===== src/rtl/hnoc_param_switch_if.sv =====
// ---------------------------------------------------------------------------
// hnoc_param_switch_if
//   Bundles the per-port flit buses of one switch node. Every vector carries
//   all P ports: port p occupies slice [p*FW +: FW] of the data vectors and
//   bit [p] of the valid/ready vectors.
//
//   Handshake: a flit moves across a link on a rising clock edge exactly when
//   valid and ready are both high at that edge. Ready never depends on valid
//   in the same cycle. An egress flit, once valid, stays valid with stable
//   data until it is taken.
//
//   Signals (names are seen from the switch side):
//     i_data / i_data_valid / o_data_ready : ingress flits into the switch
//     o_data / o_data_valid / i_data_ready : egress flits out of the switch
//   Modports:
//     slave  : the switch node
//     master : whatever feeds and drains the node (PEs, parent, bench)
// ---------------------------------------------------------------------------
interface hnoc_param_switch_if #(
  parameter int P  = 5,
  parameter int FW = 35
);
  logic [P*FW-1:0] i_data;
  logic [P-1:0]    i_data_valid;
  logic [P-1:0]    o_data_ready;
  logic [P*FW-1:0] o_data;
  logic [P-1:0]    o_data_valid;
  logic [P-1:0]    i_data_ready;

  modport slave (
    input  i_data, i_data_valid, i_data_ready,
    output o_data_ready, o_data, o_data_valid
  );

  modport master (
    output i_data, i_data_valid, i_data_ready,
    input  o_data_ready, o_data, o_data_valid
  );
endinterface


===== src/rtl/hnoc_param_switch.sv =====
// ---------------------------------------------------------------------------
// hnoc_param_switch
//   Single-clock HNoC switch node with NUM_LOCAL processing-element ports and
//   one uplink port (index NUM_LOCAL) toward the parent node. Single-flit
//   packets {dest, payload} are buffered in a per-input FIFO, routed by
//   destination address and forwarded through a round-robin arbiter and an
//   output register per output port.
//
//   Ports:
//     i_clk        : clock, rising edge
//     i_reset_n    : asynchronous active-low reset
//     bus          : flit buses for all ports (slave side)
//     o_drop_count : saturating count of uplink flits whose destination is
//                    not owned by this node
// ---------------------------------------------------------------------------
module hnoc_param_switch #(
  parameter int DataWidth  = 32,
  parameter int AddrWidth  = 3,
  parameter int NUM_LOCAL  = 4,
  parameter int BASE_ADDR  = 0,
  parameter int FIFO_DEPTH = 4
) (
  input  logic                 i_clk,
  input  logic                 i_reset_n,
  hnoc_param_switch_if.slave   bus,
  output logic [15:0]          o_drop_count
);

  localparam int P  = NUM_LOCAL + 1;
  localparam int FW = DataWidth + AddrWidth;
  localparam int PW = $clog2(FIFO_DEPTH);
  localparam int IW = $clog2(P);

  // ---------------- state ----------------
  logic [FW-1:0] mem_q      [P][FIFO_DEPTH];
  logic [FW-1:0] mem_d      [P][FIFO_DEPTH];
  logic [PW:0]   wr_ptr_q   [P];
  logic [PW:0]   wr_ptr_d   [P];
  logic [PW:0]   vis_ptr_q  [P];
  logic [PW:0]   vis_ptr_d  [P];
  logic [PW:0]   rd_ptr_q   [P];
  logic [PW:0]   rd_ptr_d   [P];
  logic [IW-1:0] rr_q       [P];
  logic [IW-1:0] rr_d       [P];
  logic [FW-1:0] out_data_q [P];
  logic [FW-1:0] out_data_d [P];
  logic [P-1:0]  out_valid_q, out_valid_d;
  logic          rdy_en_q, rdy_en_d;
  logic [15:0]   drop_q, drop_d;

  // ---------------- per-input status ----------------
  logic [P-1:0]  full, empty, is_local, drop, push, pop, ready;
  logic [FW-1:0] head  [P];
  logic [IW-1:0] route [P];
  logic [AddrWidth-1:0] dest [P];

  // The FIFO write pointer is mirrored one cycle late into vis_ptr; the
  // head side only sees entries up to vis_ptr. This gives the two-edge
  // minimum latency from acceptance to egress without costing throughput.
  // Full is judged against the real write pointer so no entry is overrun.
  always_comb begin
    for (int p = 0; p < P; p++) begin
      full[p]     = (wr_ptr_q[p][PW] != rd_ptr_q[p][PW]) &&
                    (wr_ptr_q[p][PW-1:0] == rd_ptr_q[p][PW-1:0]);
      empty[p]    = (vis_ptr_q[p] == rd_ptr_q[p]);
      head[p]     = mem_q[p][rd_ptr_q[p][PW-1:0]];
      dest[p]     = head[p][FW-1 -: AddrWidth];
      is_local[p] = (int'(dest[p]) >= BASE_ADDR) &&
                    (int'(dest[p]) <  BASE_ADDR + NUM_LOCAL);
      route[p]    = is_local[p] ? IW'(int'(dest[p]) - BASE_ADDR) : IW'(NUM_LOCAL);
      // Only the uplink can carry an address this node does not own toward
      // the leaves; such a flit is discarded as soon as it reaches the head.
      drop[p]     = (p == NUM_LOCAL) && !empty[p] && !is_local[p];
      // Ready is held low until the first edge after reset release.
      ready[p]    = rdy_en_q && !full[p];
      push[p]     = bus.i_data_valid[p] && ready[p];
    end
  end

  // ---------------- arbitration and output registers ----------------
  logic          found;
  logic [IW-1:0] win;
  int            idx;

  always_comb begin
    pop         = '0;
    out_valid_d = out_valid_q;
    out_data_d  = out_data_q;
    rr_d        = rr_q;
    found       = 1'b0;
    win         = '0;
    idx         = 0;
    for (int o = 0; o < P; o++) begin
      found = 1'b0;
      win   = '0;
      if (!out_valid_q[o] || bus.i_data_ready[o]) begin
        out_valid_d[o] = 1'b0;
        // Search starts at the round-robin pointer and wraps once.
        for (int k = 0; k < P; k++) begin
          idx = (int'(rr_q[o]) + k) % P;
          if (!found && !empty[idx] && !drop[idx] && (route[idx] == IW'(o))) begin
            found = 1'b1;
            win   = IW'(idx);
          end
        end
        if (found) begin
          out_valid_d[o] = 1'b1;
          out_data_d[o]  = head[win];
          pop[win]       = 1'b1;
          rr_d[o]        = (int'(win) == P - 1) ? '0 : win + 1'b1;
        end
      end
    end
  end

  // ---------------- pointer / memory / counter next state ----------------
  always_comb begin
    mem_d    = mem_q;
    rdy_en_d = 1'b1;
    drop_d   = drop_q;
    for (int p = 0; p < P; p++) begin
      if (push[p]) begin
        mem_d[p][wr_ptr_q[p][PW-1:0]] = bus.i_data[p*FW +: FW];
      end
      wr_ptr_d[p]  = wr_ptr_q[p] + (PW+1)'(push[p]);
      vis_ptr_d[p] = wr_ptr_q[p];
      rd_ptr_d[p]  = rd_ptr_q[p] + (PW+1)'(pop[p] || drop[p]);
    end
    if (drop[NUM_LOCAL] && (drop_q != 16'hFFFF)) begin
      drop_d = drop_q + 16'd1;
    end
  end

  always_ff @(posedge i_clk or negedge i_reset_n) begin
    if (!i_reset_n) begin
      for (int p = 0; p < P; p++) begin
        wr_ptr_q[p]   <= '0;
        vis_ptr_q[p]  <= '0;
        rd_ptr_q[p]   <= '0;
        rr_q[p]       <= '0;
        out_data_q[p] <= '0;
      end
      out_valid_q <= '0;
      rdy_en_q    <= 1'b0;
      drop_q      <= '0;
    end else begin
      wr_ptr_q    <= wr_ptr_d;
      vis_ptr_q   <= vis_ptr_d;
      rd_ptr_q    <= rd_ptr_d;
      rr_q        <= rr_d;
      out_data_q  <= out_data_d;
      out_valid_q <= out_valid_d;
      rdy_en_q    <= rdy_en_d;
      drop_q      <= drop_d;
    end
  end

  // Storage needs no reset: pointers define which entries are live.
  always_ff @(posedge i_clk) begin
    mem_q <= mem_d;
  end

  // ---------------- outputs ----------------
  for (genvar g = 0; g < P; g++) begin : g_out
    assign bus.o_data[g*FW +: FW] = out_data_q[g];
  end
  assign bus.o_data_valid = out_valid_q;
  assign bus.o_data_ready = ready;
  assign o_drop_count     = drop_q;

endmodule


===== src/flat_wrapper.sv =====
// flat-port wrapper written by rule: the top's interface ports become plain ports
module hnoc_param_switch_flat 
#(
  parameter int DataWidth  = 32,
  parameter int AddrWidth  = 3,
  parameter int NUM_LOCAL  = 4,
  parameter int BASE_ADDR  = 0,
  parameter int FIFO_DEPTH = 4
)
  (i_clk, i_reset_n, o_drop_count, bus_i_data, bus_i_data_valid, bus_i_data_ready, bus_o_data_ready, bus_o_data, bus_o_data_valid);
  hnoc_param_switch_if #(.P(((4) + 1)), .FW(((32) + (3)))) bus_i ();
  input  logic i_clk;
  input  logic i_reset_n;
  output logic [15:0] o_drop_count;
  input wire logic [$bits(bus_i.i_data)-1:0] bus_i_data;
  input wire logic [$bits(bus_i.i_data_valid)-1:0] bus_i_data_valid;
  input wire logic [$bits(bus_i.i_data_ready)-1:0] bus_i_data_ready;
  output wire logic [$bits(bus_i.o_data_ready)-1:0] bus_o_data_ready;
  output wire logic [$bits(bus_i.o_data)-1:0] bus_o_data;
  output wire logic [$bits(bus_i.o_data_valid)-1:0] bus_o_data_valid;
  assign bus_i.i_data = bus_i_data;
  assign bus_i.i_data_valid = bus_i_data_valid;
  assign bus_i.i_data_ready = bus_i_data_ready;
  assign bus_o_data_ready = bus_i.o_data_ready;
  assign bus_o_data = bus_i.o_data;
  assign bus_o_data_valid = bus_i.o_data_valid;
  hnoc_param_switch #(.DataWidth(DataWidth), .AddrWidth(AddrWidth), .NUM_LOCAL(NUM_LOCAL), .BASE_ADDR(BASE_ADDR), .FIFO_DEPTH(FIFO_DEPTH)) u_core (.i_clk(i_clk), .i_reset_n(i_reset_n), .bus(bus_i), .o_drop_count(o_drop_count));
endmodule

===== config.mk =====
export PLATFORM = sky130hd
export DESIGN_NAME = hnoc_param_switch_flat
export DESIGN_NICKNAME = d
export VERILOG_FILES = /design/src/rtl/hnoc_param_switch_if.sv /design/src/rtl/hnoc_param_switch.sv /design/src/flat_wrapper.sv
export SDC_FILE = /design/constraint.sdc
export NUM_CORES = 1
export LEC_CHECK = 0
export CORE_ASPECT_RATIO = 0.9
export CORE_MARGIN = 5
export CORE_UTILIZATION = 40
export DETAILED_ROUTE_END_ITERATION = 16
export HOLD_SLACK_MARGIN = 0.12
export RECOVER_POWER = 50
export SYNTH_ARGS = -nofsm -noshare
export SYNTH_HDL_FRONTEND = slang
export SYNTH_SLANG_ARGS = --single-unit

===== constraint.sdc =====
create_clock -name i_clk -period 12.6 [get_ports i_clk]
set_clock_uncertainty 0.05 [all_clocks]
set_input_delay 3.15 -clock i_clk [delete_from_list [all_inputs] [get_ports i_clk]]
set_output_delay 3.15 -clock i_clk [all_outputs]
set_load 0.05 [all_outputs]

==> results by group, run 1 <==
Die
  – Row count: 120
  – Die width: approximately 370 um
  – Die span in y: about 340 um
  – Core Area: around 120000 um2
  – I/O Pins: approximately 390
  – Die area: approximately 130000 um2
  – Starting density of the core: between 40% and 50%

Timing
  – Final setup violation count: 0
  – Worst Tran Pin Value: approximately 5400 ps
  – Final Critical Period: around 8300 ps
  – Slew margin rel.: -259%
  – Max Freq: about 120 MHz
  – Slew Viols, Final: 250
  – Sum Neg Setup Slack: 0 ps
  – Tcrit/Tclk final: between 60% and 70%
  – Final Hold Fails: 0
  – RSZ-0062 raised after global routing: false
  – Setup slack after layout: between 4000 and 5000 ps

CTS
  – Clk sinks: around 960
  – Clock Path Buffers: 3
  – Cts repair resizes: 0
  – Root Driver: clkbuf_16
  – Clock Latency Late Sink: roughly 710 ps
  – CTS buffer count: 100
  – H-tree levels: 3
  – CTS Hold Bufs: 0
  – CTS tree: built
  – Clock slew at reported path FFs: 60 ps
  – Post-CTS setup buffers: 0

Routing
  – Routed len/inst: around 28 um
  – Vias per cell: 5.88
  – Drt pass-1 iters: 8
  – Residual DRC count: 0
  – Total Wirelength: between 150 and 200 mm
  – Via count: 32100
  – Post-route antenna net violation count: 0
  – Iter 0 DRT Violations: 3118

Cells and area
  – Layout cells sized above 1: ~14%
  – Register Area: 27500 um2
  – Nets: approximately 4100
  – Layout fillers: slightly above 10000
  – Area of the multi-input gates: 19100 um2
  – Area growth syn-to-layout: 18.5%

Critical path
  – R2r startpoint: u_core.rd_ptr_q[0]$_DFF_PN0_
  – Worst r2r dst: u_core.rd_ptr_q[2]$_DFF_PN0_
  – Critical Path RT: between 10000 and 15000 ps
  – Crit path capture type: asynchronous set/reset pin
  – Max stage delay on crit path: ~3600 ps
  – CP most frequent cell: buf_4
  – Worst R2R Setup Slack: 4890 ps
  – Crit path cell chain: clkbuf_1 > buf_4 > buf_4
  – Critical Path Fanout Max: approximately 80
  – Slowest cell on the critical path: clkbuf_1
  – Startpoint types: input port
  – Crit. Startpoint: i_reset_n
  – R2R cell count: 17
  – WS Path Type: in2async
  – Crit path DAT: a little under 9000 ps

Worst hold path
  – HP Start: u_core.vis_ptr_d[2]$_DFF_PN0_
  – Worst min path class: reg2reg
  – Hold Path End: u_core.vis_ptr_q[2]$_DFF_PN0_
  – Hold path depth: 0

Placed design
  – Port Buf Inserts: 387
  – GPL Wtd Cong: just over 0.9
  – Final HPWL DP: 111 mm
  – DP Worst Slack: 5240 ps

GRT
  – GRT Total Usage: approximately a quarter
  – Gr ovfl total: 0
  – Vias in the first global route: approximately 32000
  – First-pass GRT wire length: roughly 220 mm
  – Largest net degree at the start of global routing: slightly below 100
  – Initial antenna violation count: 45

Yosys
  – Mapped Nets: 3758
  – Syn avg cell area: roughly 14 um2
  – Post-synthesis cell area: around 48000 um2
  – Netlist cell types: ~120
  – Most used DFF post-synth: edfxtp_1
  – Async SR Flop Fraction: between 20% and 30%
  – #FFs+latches synth: 957
  – Post-synth EDFFs: 700
  – Cells after Synth: 3430
  – Sequential share of the synthesized area: 57.5%
  – Synth warnings: 0

Run status
  – Failing checks: max-capacitance violations, max-slew violations
  – Outcome: finished with violations

Run
  – Max Cap Viol: 6
-- worst max-delay path, delay by kind of cell --
family	cells	cell delay (ps)
buf+inv	3	5560
-- routing by layer --
layer	routed length, um	vias to the layer above	track usage, %
li1	-	14200	-
met1	61500	16300	30.8
met2	74200	1274	39.5
met3	11500	308	5.90
met4	5020	0	6.72
met5	0	-	0
-- registers in the layout, summed over array words and instances, names as in the netlist --
name	count
u_core.mem_q	700
u_core.bus.o_data	175
u_core.o_drop_count	16
u_core.rd_ptr_q	15
u_core.rr_q	15
u_core.vis_ptr_d	15
u_core.vis_ptr_q	15
u_core.bus.o_data_valid	5
u_core.rdy_en_q	1
-- cells in the final DEF, fill, tap and decap left out, drive strengths merged, types with 43 or more instances in the layout --
cell type      count
xor2              44
inv               87
xnor2             72
nor2             141
clkinv            51
nand3             50
ha               140
buf               54
a221oi           113
clkbuf           128
nand2            234
o21ai            157
a21oi            171
a211oi            43
nor3              63
o22ai             69
dlygate4sd3      179
clkdlybuf4s50    207
edfxtp           700
mux2i            156
nand2b            45
dfrtp            257
mux4             178
mux2             115
-- cells in the mapped netlist (62+ instances only) --
cell      count  area [um2]
ha_1        140        1750
dfrtp_1     257        6430
mux2_1       70         788
edfxtp_1    700       21000
nor3_1       63         315
xnor2_1      72         631
mux2i_1     155        1550
a221oi_1     62         543
mux4_2      178        4010
nand2_1     233         875
a21oi_1     167         836
clkbuf_1    101         379
o22ai_1      69         432
inv_1        79         297
nor2_1      138         518
o21ai_0     117         586
-- logic make-up (layout without fill, tap and decap cells) --
logic type,Yosys count,after routing,share of synthesized area [%]
XOR/XNOR,116,116,2.15
buffers and inverters,278,722,2.68
AND/OR/NAND/NOR,693,693,7.08
multiplexers,449,449,14.4
flip-flops,957,957,57.5
adder cells (fa/ha/maj),141,141,3.71
other,1,4,0.00786
AO/OA/AOI/OAI,795,795,12.4
-- metrics by stage --
step / hold slack (ps) / utilization [%] / instances / instance area (um2)
after CTS: 390 / 47.7 / 5460 / 56600
after global placement: 369 / 44.9 / 5271 / 53300
after global routing: 409 / 47.6 / 5463 / 56500
after floorplan: 360 / - / 3430 / 47700
after detailed placement: 374 / 44.9 / 5271 / 53300
final: 387 / 47.6 / 5463 / 56500
-- how the worst max path moves through the flow --
stage / cells past startpoint / end / slack (ps)
6_report: 3 / u_core.rd_ptr_q[7]$_DFF_PN0_ / 4250
5_1_grt: 3 / u_core.rd_ptr_q[7]$_DFF_PN0_ / 3210
4_1_cts: 22 / u_core.rd_ptr_q[2]$_DFF_PN0_ / 5220
3_5_place_dp: 22 / u_core.rd_ptr_q[2]$_DFF_PN0_ / 5240
3_3_place_gp: 23 / u_core.rd_ptr_q[2]$_DFF_PN0_ / 5230
2_1_floorplan: 2 / u_core.mem_q[385]$_DFFE_PP_ / 6090
-- final cells by class --
| cell class | count | area share, % |
|---|---|---|
| diodes | 3 | 0.0133 |
| clock buffers | 122 | 4.61 |
| clock inverters | 67 | 1.28 |
| inverters | 87 | 0.578 |
| multi-input cells | 2195 | 33.8 |
| flip-flops and latches | 957 | 48.6 |
| well taps | 1586 | 3.51 |
| repair buffers | 446 | 7.59 |
Power of run 1 is not shown: default switching activity piles up to over one toggle a cycle in this logic, so the estimate is an artifact.
==> run 2: changes to the inputs <==
Clock period 12.6 ns to 8.39 ns, I/O delays scaled along.
==> run 2 against run 1 <==
The flow still finishes with violations (max-capacitance violations, max-slew violations); flip-flop and latch count is the same; global-route usage fell by 0.49 points; die area unchanged; first-iteration DRC count rose by 5.1%; final cell count grew 0.11%; non-clock buffer count is 9 higher; critical path depth increased by 14; critical path type is now reg2reg; highest routed layer is now met5.
==> results by group, run 2 (synthesis gave the netlist of run 1 again) <==
Cells and area
  – Layout fillers: a little over 10000
  – Nets: around 4100
  – Cell area after layout: between 50000 and 60000 um2
  – Max reg flops: 700
  – Area growth syn-to-layout: 19.1%
  – Most frequent cells in the layout: edfxtp_1, dfrtp_1, nand2_1, clkdlybuf4s50_1, dlygate4sd3_1
  – Non-filler instance count after layout: 5469
  – Layout cells sized above 1: 14.7%
  – Top reg by flops: u_core.mem_q
  – Commonest non-fill, non-tap cell in the layout: edfxtp_1

Timing
  – Slew margin rel.: -127%
  – Final Hold Fails: 0
  – Slew Viols, Final: between 200 and 250
  – Sum Neg Setup Slack: 0 ps
  – Tcrit/Tclk final: a little over four fifths
  – RSZ-0062 raised after global routing: false
  – Max Freq: roughly 140 MHz
  – Setup slack after layout: ~1400 ps
  – Final Critical Period: between 6000 and 7000 ps
  – Worst Tran Pin Value: approximately 3400 ps
  – Final setup violation count: 0

Die
  – Die span in y: ~340 um
  – Starting density of the core: roughly two fifths
  – Row count: between 100 and 150
  – Core Area: around 120000 um2
  – Die area: 126000 um2
  – I/O Pins: 388
  – Die width: ~370 um

Placed design
  – Port Buf Inserts: roughly 390
  – Cell Area, Placed: between 50000 and 60000 um2
  – Final HPWL DP: about 110 mm
  – Dpl cells: about 5300
  – GPL Wtd Cong: approximately 0.95
  – DP Worst Slack: around 1800 ps

CTS
  – CTS tree: built
  – Root Driver: clkbuf_16
  – CTS buffer count: 100
  – Cts repair resizes: 0
  – Clock Latency Late Sink: about 710 ps
  – Post-CTS setup buffers: 0
  – H-tree levels: 3
  – Clock slew at reported path FFs: 60 ps
  – CTS Hold Bufs: 0
  – Clk sinks: 957
  – Clock Path Buffers: 3

Run status
  – Outcome: finished with violations
  – Failing checks: max-capacitance violations, max-slew violations

Worst hold path
  – Hold path depth: 0
  – HP Start: u_core.vis_ptr_d[2]$_DFF_PN0_
  – Hold Path End: u_core.vis_ptr_q[2]$_DFF_PN0_
  – Worst min path class: reg2reg

GRT
  – Gr ovfl total: 0
  – Vias in the first global route: approximately 32000
  – First-pass GRT wire length: 218 mm
  – Initial antenna violation count: 47
  – Largest net degree at the start of global routing: 108
  – GRT Total Usage: a little under a quarter

Routing
  – Via count: 32000
  – Routed len/inst: approximately 27 um
  – Vias per cell: around 5.9
  – Residual DRC count: 0
  – Drt pass-1 iters: 6
  – Post-route antenna net violation count: 0
  – Total Wirelength: 150 mm
  – Iter 0 DRT Violations: 3278

Run
  – Max Cap Viol: 5

Critical path
  – Worst r2r dst: u_core.rd_ptr_q[14]$_DFF_PN0_
  – Crit path capture type: register
  – Critical Path RT: 8970 ps
  – R2R cell count: 17
  – Worst R2R Setup Slack: roughly 1400 ps
  – Crit path DAT: about 7600 ps
  – R2r startpoint: u_core.rd_ptr_q[1]$_DFF_PN0_
  – Critical Path Fanout Max: 38
  – Startpoint types: register
  – WS Path Type: reg2reg
## run 2: cell types whose count changed in the layout (fill, tap and decap cells not counted), sizes merged
cell	before	now
clkinvlp	5	9
bufinv	11	16
clkinv	51	24
inv	87	91
clkbuf	128	138
buf	54	64
## run 2: worst max path at each step
stage | from | endpoint | slack, ps | cells past startpoint
after floorplan | u_core.rr_q[12]$_DFFE_PN0P_ | u_core.rd_ptr_q[14]$_DFF_PN0_ | 2380 | 28
after global placement | u_core.rr_q[10]$_DFFE_PN0P_ | u_core.rd_ptr_q[14]$_DFF_PN0_ | 1840 | 22
after detailed placement | u_core.rr_q[13]$_DFFE_PN0P_ | u_core.rd_ptr_q[2]$_DFF_PN0_ | 1840 | 24
after CTS | u_core.rr_q[13]$_DFFE_PN0P_ | u_core.rd_ptr_q[2]$_DFF_PN0_ | 1790 | 24
after global routing | u_core.rd_ptr_q[1]$_DFF_PN0_ | u_core.rd_ptr_q[14]$_DFF_PN0_ | 950 | 17
final | u_core.rd_ptr_q[1]$_DFF_PN0_ | u_core.rd_ptr_q[14]$_DFF_PN0_ | 1400 | 17
## run 2: worst max-delay path: stages, from the launching register on
cell,delay [ps]
dfrtp_1,320
clkbuf_1,1830
mux4_2,560
a31oi_1,430
nand3b_1,460
mux2_2,430
a211oi_1,310
nor3_1,130
nand3_1,340
a21oi_1,70
or3_1,670
inv_1,230
buf_4,330
a32oi_1,150
nand3b_1,150
ha_1,150
ha_1,150
xor2_1,150
## run 2: area by class of cell
class	instances	area, um2	share of cell area (%)
tap	1586	1980	3.49
antenna	3	7.51	0.0132
clock buffer	133	2680	4.71
multi-input combinational	2195	19100	33.7
clock inverter	53	811	1.43
timing repair buffer	455	4400	7.74
sequential	957	27500	48.3
inverter	87	327	0.575
## run 2: layer usage
| metal | GRT usage [%] | vias up | routed length, um |
|---|---|---|---|
| li1 | - | 14300 | - |
| met1 | 30.1 | 16200 | 60800 |
| met2 | 38.6 | 1282 | 72200 |
| met3 | 5.81 | 337 | 11400 |
| met4 | 6.91 | 2 | 5350 |
| met5 | 0 | - | 9 |
## run 2: per-stage QoR
stage,utilization [%],hold slack (ps)
2_1_floorplan,-,360
3_3_place_gp,44.9,369
3_5_place_dp,44.9,374
4_1_cts,47.9,395
5_1_grt,47.8,403
6_report,47.8,393
Power of run 2 is left out for the same reason.
